==> src/rtl/fetch_pc_unit.sv <==
// PC and instruction register stage ahead of the control unit.
// Fetches instruction words over a req/ack handshake and applies PC updates selected by PS.
module fetch_pc_unit #(
   parameter int                 ADDR_W   = 64,
   parameter logic [ADDR_W-1:0]  RESET_PC = '0
) (
   input  logic              clock,
   input  logic              reset,
   input  logic              IL,
   input  logic              EN_PC,
   input  logic [1:0]        PS,
   input  logic [63:0]       K,
   input  logic [63:0]       reg_in,
   output logic              imem_req,
   output logic [ADDR_W-1:0] imem_addr,
   input  logic              imem_ack,
   input  logic [31:0]       imem_data,
   output logic [31:0]       IR,
   output logic [ADDR_W-1:0] PC,
   output logic              ir_valid,
   output logic              busy,
   output logic              align_err
);

   typedef enum logic [1:0] {S_IDLE, S_WAIT, S_DONE} state_t;

   state_t              state_q, state_d;
   logic [ADDR_W-1:0]   pc_q, pc_d;
   logic [ADDR_W-1:0]   addr_q, addr_d;
   logic                req_q, req_d;
   logic [31:0]         ir_q, ir_d;
   logic                irv_q, irv_d;
   logic                aerr_q, aerr_d;

   // One-deep slot holding a PC update that arrived while a fetch was outstanding.
   logic                pend_vld_q, pend_vld_d;
   logic [1:0]          pend_ps_q, pend_ps_d;
   logic [63:0]         pend_k_q, pend_k_d;
   logic [63:0]         pend_rin_q, pend_rin_d;

   logic                upd_en;
   logic [1:0]          upd_ps;
   logic [63:0]         upd_k;
   logic [63:0]         upd_rin;
   logic [63:0]         upd_koff;

   always_comb begin
      state_d    = state_q;
      pc_d       = pc_q;
      addr_d     = addr_q;
      req_d      = req_q;
      ir_d       = ir_q;
      irv_d      = irv_q;
      aerr_d     = aerr_q;
      pend_vld_d = pend_vld_q;
      pend_ps_d  = pend_ps_q;
      pend_k_d   = pend_k_q;
      pend_rin_d = pend_rin_q;
      upd_en     = 1'b0;
      upd_ps     = PS;
      upd_k      = K;
      upd_rin    = reg_in;

      case (state_q)
         S_IDLE, S_DONE: begin
            state_d = S_IDLE;
            // Fetch address uses the pre-update PC even if EN_PC fires this cycle.
            if (IL) begin
               state_d = S_WAIT;
               addr_d  = pc_q;
               req_d   = 1'b1;
               irv_d   = 1'b0;
            end
            upd_en = EN_PC;
         end
         S_WAIT: begin
            if (EN_PC) begin
               pend_vld_d = 1'b1;
               pend_ps_d  = PS;
               pend_k_d   = K;
               pend_rin_d = reg_in;
            end
            if (imem_ack) begin
               state_d    = S_DONE;
               ir_d       = imem_data;
               irv_d      = 1'b1;
               req_d      = 1'b0;
               pend_vld_d = 1'b0;
               // An EN_PC on the ack edge itself is the latest update and wins.
               if (EN_PC) begin
                  upd_en = 1'b1;
               end else if (pend_vld_q) begin
                  upd_en  = 1'b1;
                  upd_ps  = pend_ps_q;
                  upd_k   = pend_k_q;
                  upd_rin = pend_rin_q;
               end
            end
         end
         default: state_d = S_IDLE;
      endcase

      upd_koff = upd_k << 2;
      if (upd_en) begin
         case (upd_ps)
            2'b01:   pc_d = pc_q + ADDR_W'(4);
            2'b10:   pc_d = pc_q + upd_koff[ADDR_W-1:0];
            2'b11: begin
               pc_d = {upd_rin[ADDR_W-1:2], 2'b00};
               if (upd_rin[1:0] != 2'b00) aerr_d = 1'b1;
            end
            default: pc_d = pc_q;
         endcase
      end
   end

   always_ff @(posedge clock) begin
      if (!reset) begin
         state_q    <= S_IDLE;
         pc_q       <= RESET_PC;
         addr_q     <= RESET_PC;
         req_q      <= 1'b0;
         ir_q       <= '0;
         irv_q      <= 1'b0;
         aerr_q     <= 1'b0;
         pend_vld_q <= 1'b0;
         pend_ps_q  <= '0;
         pend_k_q   <= '0;
         pend_rin_q <= '0;
      end else begin
         state_q    <= state_d;
         pc_q       <= pc_d;
         addr_q     <= addr_d;
         req_q      <= req_d;
         ir_q       <= ir_d;
         irv_q      <= irv_d;
         aerr_q     <= aerr_d;
         pend_vld_q <= pend_vld_d;
         pend_ps_q  <= pend_ps_d;
         pend_k_q   <= pend_k_d;
         pend_rin_q <= pend_rin_d;
      end
   end

   assign imem_req  = req_q;
   assign imem_addr = addr_q;
   assign IR        = ir_q;
   assign PC        = pc_q;
   assign ir_valid  = irv_q;
   assign busy      = (state_q == S_WAIT);
   assign align_err = aerr_q;

endmodule

==> config.mk <==
export PLATFORM = sky130hd
export DESIGN_NAME = fetch_pc_unit
export DESIGN_NICKNAME = d
export VERILOG_FILES = /design/src/rtl/fetch_pc_unit.sv
export SDC_FILE = /design/constraint.sdc
export NUM_CORES = 1
export LEC_CHECK = 0
export CORE_MARGIN = 1
export CORE_UTILIZATION = 40
export DETAILED_ROUTE_END_ITERATION = 6
export HOLD_SLACK_MARGIN = 0.05
export PLACE_DENSITY = 0.75
export SLEW_MARGIN = 15
export SYNTH_ARGS = -nofsm -noshare
export SYNTH_HDL_FRONTEND = slang
export SYNTH_SLANG_ARGS = --single-unit
==> constraint.sdc <==
create_clock -name clock -period 4.7 [get_ports clock]
set_input_delay 1.175 -clock clock [delete_from_list [all_inputs] [get_ports clock]]
set_output_delay 1.175 -clock clock [all_outputs]
set_load 0.05 [all_outputs]
==> results of run 1 <==
worst paths after layout:
kind	start	endpoint	slack, ns	cells past startpoint
min	imem_addr[47]$_SDFFE_PN0P_	imem_addr[47]$_SDFFE_PN0P_	0.45	2
min reg2reg	imem_addr[47]$_SDFFE_PN0P_	imem_addr[47]$_SDFFE_PN0P_	0.45	2
max	EN_PC	PC[57]$_SDFFE_PN0P_	0.15	17
max reg2reg	state_q[0]$_SDFFE_PN0P_	PC[57]$_SDFFE_PN0P_	0.56	17
through the flow:
step	hold WS (ns)	cells	worst slack, ns	instance area, um^2	util
after floorplan	0.436	2218	-0.00270	15600	-
after global placement	0.441	3145	-0.614	20900	0.551
after detailed placement	0.446	3145	-0.743	20900	0.551
after CTS	0.453	3205	-0.0279	22300	0.586
after global routing	0.469	3214	-0.0403	22500	0.592
final	0.451	3215	0.150	22500	0.592
layer usage:
metal / vias to the layer above / wire (um) / share of wire / GRT usage
li1: 8463 / - / - / -
met1: 8106 / 23400 / 0.42 / 0.340
met2: 642 / 26700 / 0.48 / 0.466
met3: 95 / 3890 / 0.070 / 0.0500
met4: 6 / 1270 / 0.023 / 0.0981
met5: - / 41 / 0.00074 / 0
final cells by class:
cell class	instances	area share
Antenna cell	3	0.000333
Multi-Input combinational cell	1745	0.414
Clock inverter	11	0.00950
Timing Repair Buffer	591	0.243
Inverter	18	0.00333
Clock buffer	46	0.0440
Sequential cell	290	0.258
Tap cell	511	0.0284
logic make-up after synthesis:
kind of cell             share of synthesized area
AO/OA/AOI/OAI                                0.245
XOR/XNOR                                    0.0281
adder cells (fa/ha/maj)                     0.0503
buffers and inverters                       0.0469
flip-flops                                   0.373
multiplexers                               0.00868
other                                     0.000241
AND/OR/NAND/NOR                              0.248
flip-flops by register name, indices dropped and copies added (netlist names), 2 cells and up:
name        cells
PC             62
pend_k_q       62
pend_rin_q     64
IR             32
state_q         2
pend_ps_q       2
imem_addr      62
layout by cell type, fill, tap and decap left out, types with 7 or more instances in the layout:
master             n
nand2_1          776
a21oi_1          430
clkdlybuf4s50_1  323
dfxtp_1          290
buf_4            251
ha_1              57
nor2_1            55
o21ai_0           45
a21o_1            38
clkbuf_16         38
nand3_1           37
o211ai_1          33
xnor2_1           31
nand4_1           24
nor3_1            20
xor2_1            19
inv_1             17
a21oi_2           15
o21bai_1          14
a31oi_1           14
mux2i_1           11
buf_12            11
o22ai_1            7
timing repair:
| action | in CTS | in global routing |
|---|---|---|
| gates cloned | 1 | 1 |
| pin swaps | 8 | 20 |
| setup endpoints to repair | 17 | 37 |
| buffers inserted | 2 | 6 |
| resized for setup | 12 | 36 |
synthesized netlist by cell type, types with 3 or more instances:
cell type  instances  share of area
a211oi_1           6         0.0029
o31ai_1            4         0.0019
nand2b_1           4         0.0016
nand4_1           24         0.0096
o21bai_1          14         0.0067
nor2b_1            7         0.0028
and2_1             4         0.0016
nand3_1           37          0.012
buf_4              7         0.0034
nor3_1            21         0.0067
xnor2_1           31          0.017
o21ai_0           47          0.015
buf_2              8         0.0026
a21boi_0           3         0.0014
a21o_1            38          0.018
or3_1              5         0.0020
xor2_1            19          0.011
a21oi_1          442           0.14
o221ai_1           3         0.0017
mux2i_1           11         0.0071
o211ai_1          33          0.016
o22ai_1            7         0.0028
a21oi_2            4         0.0022
nor2_1            55          0.013
nand2_1          779           0.19
a31oi_1           15         0.0060
inv_1             17         0.0041
dfxtp_1          290           0.37
buf_1             18         0.0043
o21ai_1            6         0.0019
ha_1              61          0.049
clkbuf_1         131          0.032
o2111ai_1          3         0.0017
o21a_1             5         0.0024
power by group:
part	total, mW	leakage, nW	internal, mW	switching [mW]
clock	2.89	0.582	1.80	1.09
sequential	2.66	2.36	2.56	0.0926
combinational	1.37	6.01	0.568	0.803
tightest hold or removal path, stage by stage (launching register included):
cell and delay (ns):
dfxtp_1 0.30, nand2_1 0.05, a21oi_1 0.05
==> impl_metrics.py, run 1 <==
metrics = {
    "cells_and_area": {
        "seq_area_mm2": 0.00581,
        "multiInputGateArea_mm2": 0.00932,
        "n_fill_cell": 3447,
        "syn2layout_area_growth_pct": 44.6,
        "fin_nets": 2909,
        "drive_gt1_frac": 0.144,
    },
    "synthesis": {
        "synth_ff_type": "dfxtp_1",
        "synthCells": 2215,
        "synth_cell_types": 83,
        "synth-edff-count": 0,
        "synthArstFlopShare": 0,
        "synth_area_mm2": 0.0156,
        "avgSynthCellArea_um2": 7.03,
        "yosysWarningCount": 0,
        "seq_area_frac_synth": 0.373,
        "synth_seq_cells": 290,
    },
    "worst_setup_path": {
        "worst_path_max_delay_cell": "clkdlybuf4s50_1",
        "critical_path_class": "in2reg",
        "end_kind": "flip-flop",
        "timing.critical_path.buf_inv": 3,
        "cp_data_arrival_time_ns": 4.95,
        "startpoint_type": "input pin",
        "worst-path-max-fanout": 8,
        "critPathTopFamily": "compound AO/OA/AOI/OAI gates",
        "crit_chain": "clkdlybuf4s50_1 > or3_4 > mux2i_4 > clkbuf_16 > a21oi_1 > ha_1 > a21oi_1 > o21ai_0 > o2bb2ai_1 > or3_4 > o211ai_4 > nand2_2 > a21oi_2 > buf_4 > nor2_1 > o311ai_2 > o22ai_1",
        "max_stage_delay_ns": 0.42,
        "required_ns": 5.10,
    },
    "clock_tree": {
        "cts_buffer_depth": 3,
        "path_clk_slew_ns": 0.06,
        "ctsHoldBuffers": 0,
        "cts.htree.levels": 2,
        "tritoncts": "done",
        "cts_buffers": 34,
        "cts_sinks": 290,
        "clkLatencyLatePin_ns": 0.55,
        "clockRootBuffer": "clkbuf_16",
    },
    "drt": {
        "wl_per_cell_um": 17.2,
        "routed_via_density": 5.38,
        "drtIter0Drc": 1169,
        "vias": 17300,
        "antenna_left": 0,
        "drc": 0,
        "drtPass1Iterations": 6,
        "drt_wl_total_mm": 55.3,
    },
    "sta": {
        "fmax_ghz": 0.220,
        "hold_viol_final": 0,
        "setup_tns_ns": 0,
        "grt_setup_unrepaired": "yes",
        "fin_worst_skew_ns": 0.0192,
        "period_share": 0.968,
        "final_max_slew_viol_count": 0,
        "worstMarginPinSlew_ns": 0.849,
        "post-route-min-period_ns": 4.55,
        "setup_viol": 0,
        "maxSlewHeadroom": 0.433,
    },
    "power_and_ir_drop": {
        "power_mw": 6.92,
        "power.leakage_nw": 8.95,
        "p_per_area_mw_per_mm2": 307,
        "vdd_ir_drop_max_mv": 0.297,
    },
    "floorplanning": {
        "fp-row-count": 71,
        "die-area_mm2": 0.0397,
        "coreArea_mm2": 0.0380,
        "floorplan.initialDensity": 0.410,
        "dieWidth_um": 199,
        "die_h_um": 199,
        "io_pins": 331,
    },
    "global_routing": {
        "grt_max_degree": 151,
        "grt_pass1_vias": 16900,
        "grt-ovfl-total": 0,
        "grt_usage": 0.272,
        "antenna_found_initial": 7,
        "grt_pass1_wl_mm": 86.5,
    },
    "min_path": {
        "hp-class": "reg2reg",
    },
    "place": {
        "gp_congestion": 0.917,
        "io_buffer_count": 324,
        "hpwl_mm": 39.1,
    },
    "status": {
        "status": "complete, no violations",
    },
    "run": {
        "cap_violations": 0,
    },
}
No activity file was read; power rests on OpenSTA's default activity.
==> run 2, diff against run 1 <==
--- a/config.mk
+++ b/config.mk
@@ -5,11 +5,13 @@
 export SDC_FILE = /design/constraint.sdc
 export NUM_CORES = 1
 export LEC_CHECK = 0
+export CELL_PAD_IN_SITES_DETAIL_PLACEMENT = 1
+export CELL_PAD_IN_SITES_GLOBAL_PLACEMENT = 1
 export CORE_MARGIN = 1
-export CORE_UTILIZATION = 40
+export CORE_UTILIZATION = 33
 export DETAILED_ROUTE_END_ITERATION = 6
 export HOLD_SLACK_MARGIN = 0.05
-export PLACE_DENSITY = 0.75
+export PLACE_DENSITY = 0.84
 export SLEW_MARGIN = 15
 export SYNTH_ARGS = -nofsm -noshare
 export SYNTH_HDL_FRONTEND = slang
==> impl_metrics.py, run 2 (same netlist as run 1, synthesis figures left out) <==
metrics = {
    "global_routing": {
        "antenna_found_initial": 9,
        "grt_max_degree": 130,
        "grt_usage": 0.264,
        "grt_pass1_vias": 18700,
        "grt_pass1_wl_mm": 101,
        "grt-ovfl-total": 0,
    },
    "worst_setup_path": {
        "critical_path_class": "in2reg",
        "reg2reg_to": "PC[41]$_SDFFE_PN0P_",
        "worst-path-max-fanout": 22,
        "r2r-start": "state_q[0]$_SDFFE_PN0P_",
        "end_kind": "flip-flop",
        "required_ns": 5.13,
        "cp_data_arrival_time_ns": 4.98,
        "startpoint_type": "input pin",
        "ff2ff_path_depth": 17,
        "r2r_setup_slack_ns": 0.56,
    },
    "sta": {
        "fin_ws_ns": 0.154,
        "hold_ws_ns": 0.455,
        "worstMarginPinSlew_ns": 0.943,
        "hold_viol_final": 0,
        "fin_worst_skew_ns": 0.0240,
        "post-route-min-period_ns": 4.55,
        "setup_tns_ns": 0,
        "setup_viol": 0,
        "final_max_slew_viol_count": 0,
        "period_share": 0.967,
        "fmax_ghz": 0.220,
        "maxSlewHeadroom": 0.371,
    },
    "cells_and_area": {
        "finalInstanceArea_mm2": 0.0226,
        "fin_nets": 2916,
        "final_cells": 3317,
        "drive_gt1_frac": 0.147,
        "layout_commonest_cell": "nand2_1",
        "mostFrequentLayoutCells": "776 x nand2_1, 425 x a21oi_1, 322 x clkdlybuf4s50_1",
        "largest_register_ffs": 64,
        "final_util": 0.485,
        "syn2layout_area_growth_pct": 44.8,
        "regMostFlops": "pend_rin_q",
    },
    "floorplanning": {
        "die-area_mm2": 0.0481,
        "io_pins": 331,
        "die_h_um": 219,
        "floorplan.initialDensity": 0.335,
        "coreArea_mm2": 0.0466,
        "fp-row-count": 79,
        "dieWidth_um": 219,
    },
    "place": {
        "placedCellCount": 3242,
        "pre_cts_ws_ns": -0.842,
        "io_buffer_count": 324,
        "hpwl_mm": 46.4,
        "gp_congestion": 0.926,
        "place_area_mm2": 0.0211,
    },
    "clock_tree": {
        "path_clk_slew_ns": 0.05,
        "cts.htree.levels": 2,
        "cts_buffers": 36,
        "clockRootBuffer": "clkbuf_16",
        "tritoncts": "done",
        "cts_buffer_depth": 3,
        "cts_sinks": 290,
        "ctsHoldBuffers": 0,
        "clkLatencyLatePin_ns": 0.55,
    },
    "drt": {
        "antenna_left": 0,
        "wl_per_cell_um": 19.8,
        "vias": 17700,
        "drtPass1Iterations": 5,
        "routed_via_density": 5.33,
        "drc": 0,
        "drt_wl_total_mm": 65.5,
        "drtIter0Drc": 967,
    },
    "min_path": {
        "hold_depth": 2,
        "worstHoldStart": "pend_k_q[12]$_SDFFE_PN0P_",
        "hold_end": "pend_k_q[12]$_SDFFE_PN0P_",
        "hp-class": "reg2reg",
    },
    "power_and_ir_drop": {
        "p_per_area_mw_per_mm2": 302,
        "power.leakage_nw": 8.91,
        "power_mw": 6.81,
        "vdd_ir_drop_max_mv": 0.258,
    },
    "run": {
        "cap_violations": 0,
    },
    "status": {
        "status": "complete, no violations",
    },
}
-- run 2: cell count changes in the layout (fill, tap and decap cells not counted), moves of 3 or more --
cell	before	now
o21ai_0	45	40
bufinv_16	6	2
a21oi_1	430	425
clkbuf_8	3	6
ha_2	2	5
o21ai_2	2	5
a21oi_2	15	19
buf_4	251	259
clkbuf_1	6	10
-- run 2: repair_timing --
action	CTS	global route
buffers inserted	2	11
endpoints found under the setup margin	23	29
cloned	0	1
endpoints found under the hold margin	0	0
pin swaps	5	27
gates resized for setup	15	43
-- run 2: final cells by class --
cell class,count,area (um^2)
fillers,5727,24000
multi-input cells,1745,9340
flip-flops and latches,290,5810
repair buffers,596,5440
clock buffers,53,1050
well taps,607,759
clock inverters,5,80.1
inverters,18,75.1
diodes,3,7.51
-- run 2: power breakdown --
part | switching [mW] | internal (mW) | leakage (nW)
combinational | 0.846 | 0.562 | 6.01
clock | 1.10 | 1.64 | 0.543
sequential | 0.0974 | 2.57 | 2.36
-- run 2: worst max-delay path by stage --
| stage | start | to | slack, ns |
|---|---|---|---|
| after floorplan | imem_ack | PC[47]$_SDFFE_PN0P_ | -0.003 |
| after global placement | imem_ack | PC[56]$_SDFFE_PN0P_ | -0.66 |
| after detailed placement | imem_ack | PC[56]$_SDFFE_PN0P_ | -0.84 |
| after CTS | EN_PC | PC[58]$_SDFFE_PN0P_ | 0.05 |
| after global routing | imem_ack | PC[37]$_SDFFE_PN0P_ | -0.08 |
| final | imem_ack | PC[41]$_SDFFE_PN0P_ | 0.15 |
-- run 2: per-layer routing --
layer / global-route usage / share of wire / up-vias / wire (um)
li1: - / - / 8474 / -
met1: 0.319 / 0.43 / 8699 / 28000
met2: 0.469 / 0.50 / 404 / 32800
met3: 0.0453 / 0.046 / 107 / 2990
met4: 0.0880 / 0.026 / 12 / 1680
met5: 0 / 0.0012 / - / 80
-- run 2: worst max-delay path: stages --
cell and delay (ns):
dlygate4sd2_1 0.27, nand2b_1 0.10, or3_4 0.42, mux2i_4 0.21, buf_4 0.18, buf_12 0.16, a21oi_1 0.12, ha_1 0.26
a21oi_1 0.23, o21ai_0 0.16, o2bb2ai_2 0.18, or3_1 0.42, o21ai_0 0.28, nand2_1 0.18, a21oi_1 0.24, o21bai_1 0.11
xnor2_1 0.17, a21oi_1 0.10
==> run 3, diff against run 2 <==
--- a/config.mk
+++ b/config.mk
@@ -8,10 +8,10 @@
 export CELL_PAD_IN_SITES_DETAIL_PLACEMENT = 1
 export CELL_PAD_IN_SITES_GLOBAL_PLACEMENT = 1
 export CORE_MARGIN = 1
-export CORE_UTILIZATION = 33
+export CORE_UTILIZATION = 37
 export DETAILED_ROUTE_END_ITERATION = 6
 export HOLD_SLACK_MARGIN = 0.05
-export PLACE_DENSITY = 0.84
+export PLACE_DENSITY = 0.88
 export SLEW_MARGIN = 15
 export SYNTH_ARGS = -nofsm -noshare
 export SYNTH_HDL_FRONTEND = slang
==> constraint.sdc (replaced) <==
create_clock -name clock -period 5.2 [get_ports clock]
set_input_delay 1.3 -clock clock [delete_from_list [all_inputs] [get_ports clock]]
set_output_delay 1.3 -clock clock [all_outputs]
set_load 0.05 [all_outputs]
==> impl_metrics.py, run 3 (same netlist as run 1, synthesis figures left out) <==
metrics = {
    "place": {
        "place_area_mm2": 0.0208,
        "placedCellCount": 3154,
        "hpwl_mm": 45.9,
        "io_buffer_count": 324,
        "pre_cts_ws_ns": -0.492,
        "gp_congestion": 0.970,
    },
    "worst_setup_path": {
        "cp_data_arrival_time_ns": 5.51,
        "end_kind": "flip-flop",
        "crit_chain": "clkdlybuf4s50_1 > nand2b_1 > or3_4 > mux2i_4 > buf_4 > buf_4 > a21oi_1 > ha_1 > a21oi_2 > a21boi_2 > a311oi_4 > a21oi_2 > or3b_4 > a31oi_4 > a31oi_2 > xor2_1 > a21oi_1 > o21ai_1",
        "max_stage_delay_ns": 0.54,
        "worst-path-max-fanout": 8,
        "critPathTopFamily": "compound AO/OA/AOI/OAI gates",
        "worst_path_max_delay_cell": "clkdlybuf4s50_1",
        "critical_path_class": "in2reg",
        "timing.critical_path.buf_inv": 3,
        "startpoint_type": "input pin",
        "required_ns": 5.64,
    },
    "drt": {
        "drt_wl_total_mm": 65.8,
        "drc": 0,
        "drtPass1Iterations": 5,
        "antenna_left": 0,
        "routed_via_density": 5.59,
        "drtIter0Drc": 1038,
        "wl_per_cell_um": 20.4,
        "vias": 18000,
    },
    "cells_and_area": {
        "drive_gt1_frac": 0.130,
        "final_cells": 3219,
        "fin_nets": 2890,
        "layout_commonest_cell": "nand2_1",
        "final_util": 0.536,
        "syn2layout_area_growth_pct": 41.8,
        "regMostFlops": "pend_rin_q",
        "multiInputGateArea_mm2": 0.00918,
        "n_fill_cell": 5068,
        "num_antenna_cells": 0,
        "largest_register_ffs": 64,
        "finalInstanceArea_mm2": 0.0221,
        "mostFrequentLayoutCells": "777 x nand2_1, 440 x a21oi_1, 324 x clkdlybuf4s50_1",
        "seq_area_mm2": 0.00581,
    },
    "sta": {
        "grt_setup_unrepaired": "yes",
        "fin_ws_ns": 0.131,
        "setup_viol": 0,
        "hold_ws_ns": 0.454,
        "fin_worst_skew_ns": 0.0291,
        "worstMarginPinSlew_ns": 1.02,
        "setup_tns_ns": 0,
        "maxSlewHeadroom": 0.323,
        "period_share": 0.975,
        "hold_viol_final": 0,
        "fmax_ghz": 0.197,
        "final_max_slew_viol_count": 0,
        "post-route-min-period_ns": 5.07,
    },
    "global_routing": {
        "antenna_found_initial": 3,
        "grt_usage": 0.298,
        "grt_max_degree": 160,
        "top_usage_layer": "met2",
        "grt.met1_usage": 0.348,
        "grt_pass1_wl_mm": 104,
        "grt_pass1_vias": 19400,
        "gr-usage-met2": 0.535,
        "use_met3": 0.0475,
        "grt-ovfl-total": 0,
    },
    "power_and_ir_drop": {
        "sw_frac_of_total": 0.305,
        "intPower_mw": 4.31,
        "p_sw_mw": 1.89,
        "p_seq_frac": 0.388,
        "power.leakage_nw": 8.79,
        "power_mw": 6.20,
        "vdd_ir_drop_max_mv": 0.206,
        "p_clk_frac": 0.408,
        "pwr-share-comb": 0.204,
        "p_per_area_mw_per_mm2": 281,
    },
    "min_path": {
        "hp-class": "reg2reg",
    },
    "clock_tree": {
        "cts_sinks": 290,
        "cts.htree.levels": 2,
        "tritoncts": "done",
        "cts_buffer_depth": 3,
        "ctsHoldBuffers": 0,
        "path_clk_slew_ns": 0.06,
        "cts_buffers": 36,
        "clockRootBuffer": "clkbuf_16",
        "clkLatencyLatePin_ns": 0.56,
    },
    "run": {
        "cap_violations": 0,
    },
    "floorplanning": {
        "floorplan.initialDensity": 0.378,
        "fp-row-count": 74,
        "io_pins": 331,
        "dieWidth_um": 207,
        "die_h_um": 207,
        "coreArea_mm2": 0.0412,
        "die-area_mm2": 0.0429,
    },
    "status": {
        "status": "complete, no violations",
    },
}
-- run 3: power by group through the flow --
stage | combinational [mW] | clock [mW] | sequential, mW
after detailed placement | 1.23 | 0 | 2.45
after floorplan | 0.483 | 0 | 2.62
after global routing | 1.34 | 2.65 | 2.41
final | 1.26 | 2.53 | 2.41
after CTS | 1.25 | 2.57 | 2.40
after global placement | 1.18 | 0 | 2.44
-- run 3: final timing paths --
check	start	to	slack, ns	cells past startpoint
setup reg to reg	state_q[0]$_SDFFE_PN0P_	PC[43]$_SDFFE_PN0P_	0.97	17
setup / recovery	imem_ack	PC[43]$_SDFFE_PN0P_	0.13	18
hold reg to reg	IR[14]$_SDFFE_PN0P_	IR[14]$_SDFFE_PN0P_	0.45	2
hold / removal	IR[14]$_SDFFE_PN0P_	IR[14]$_SDFFE_PN0P_	0.45	2
-- run 3: layer usage --
| layer | wire, um | up-vias |
|---|---|---|
| li1 | - | 8408 |
| met1 | 27100 | 8772 |
| met2 | 32600 | 631 |
| met3 | 3570 | 179 |
| met4 | 2480 | 6 |
| met5 | 31 | - |
-- run 3: layout make-up --
| type | instances | share of cell area |
|---|---|---|
| well taps | 532 | 0.0301 |
| repair buffers | 570 | 0.235 |
| multi-input cells | 1745 | 0.415 |
| clock buffers | 58 | 0.0514 |
| flip-flops and latches | 290 | 0.263 |
| clock inverters | 6 | 0.00221 |
| inverters | 18 | 0.00340 |
-- run 3: repair_timing --
action | in CTS | in global routing
buffers inserted | 0 | 1
setup endpoints to repair | 0 | 14
resized for setup | 0 | 15
-- run 3: worst reg2reg max path, stage by stage (launching register included) --
cell,delay [ns]
dfxtp_1,0.45
nand2_1,0.12
or3_4,0.37
mux2i_4,0.21
buf_4,0.17
buf_4,0.17
a21oi_1,0.15
ha_1,0.31
a21oi_2,0.22
a21boi_2,0.10
a311oi_4,0.35
a21oi_2,0.14
or3b_4,0.44
a31oi_4,0.25
a31oi_2,0.16
xor2_1,0.21
a21oi_1,0.22
o21ai_1,0.08
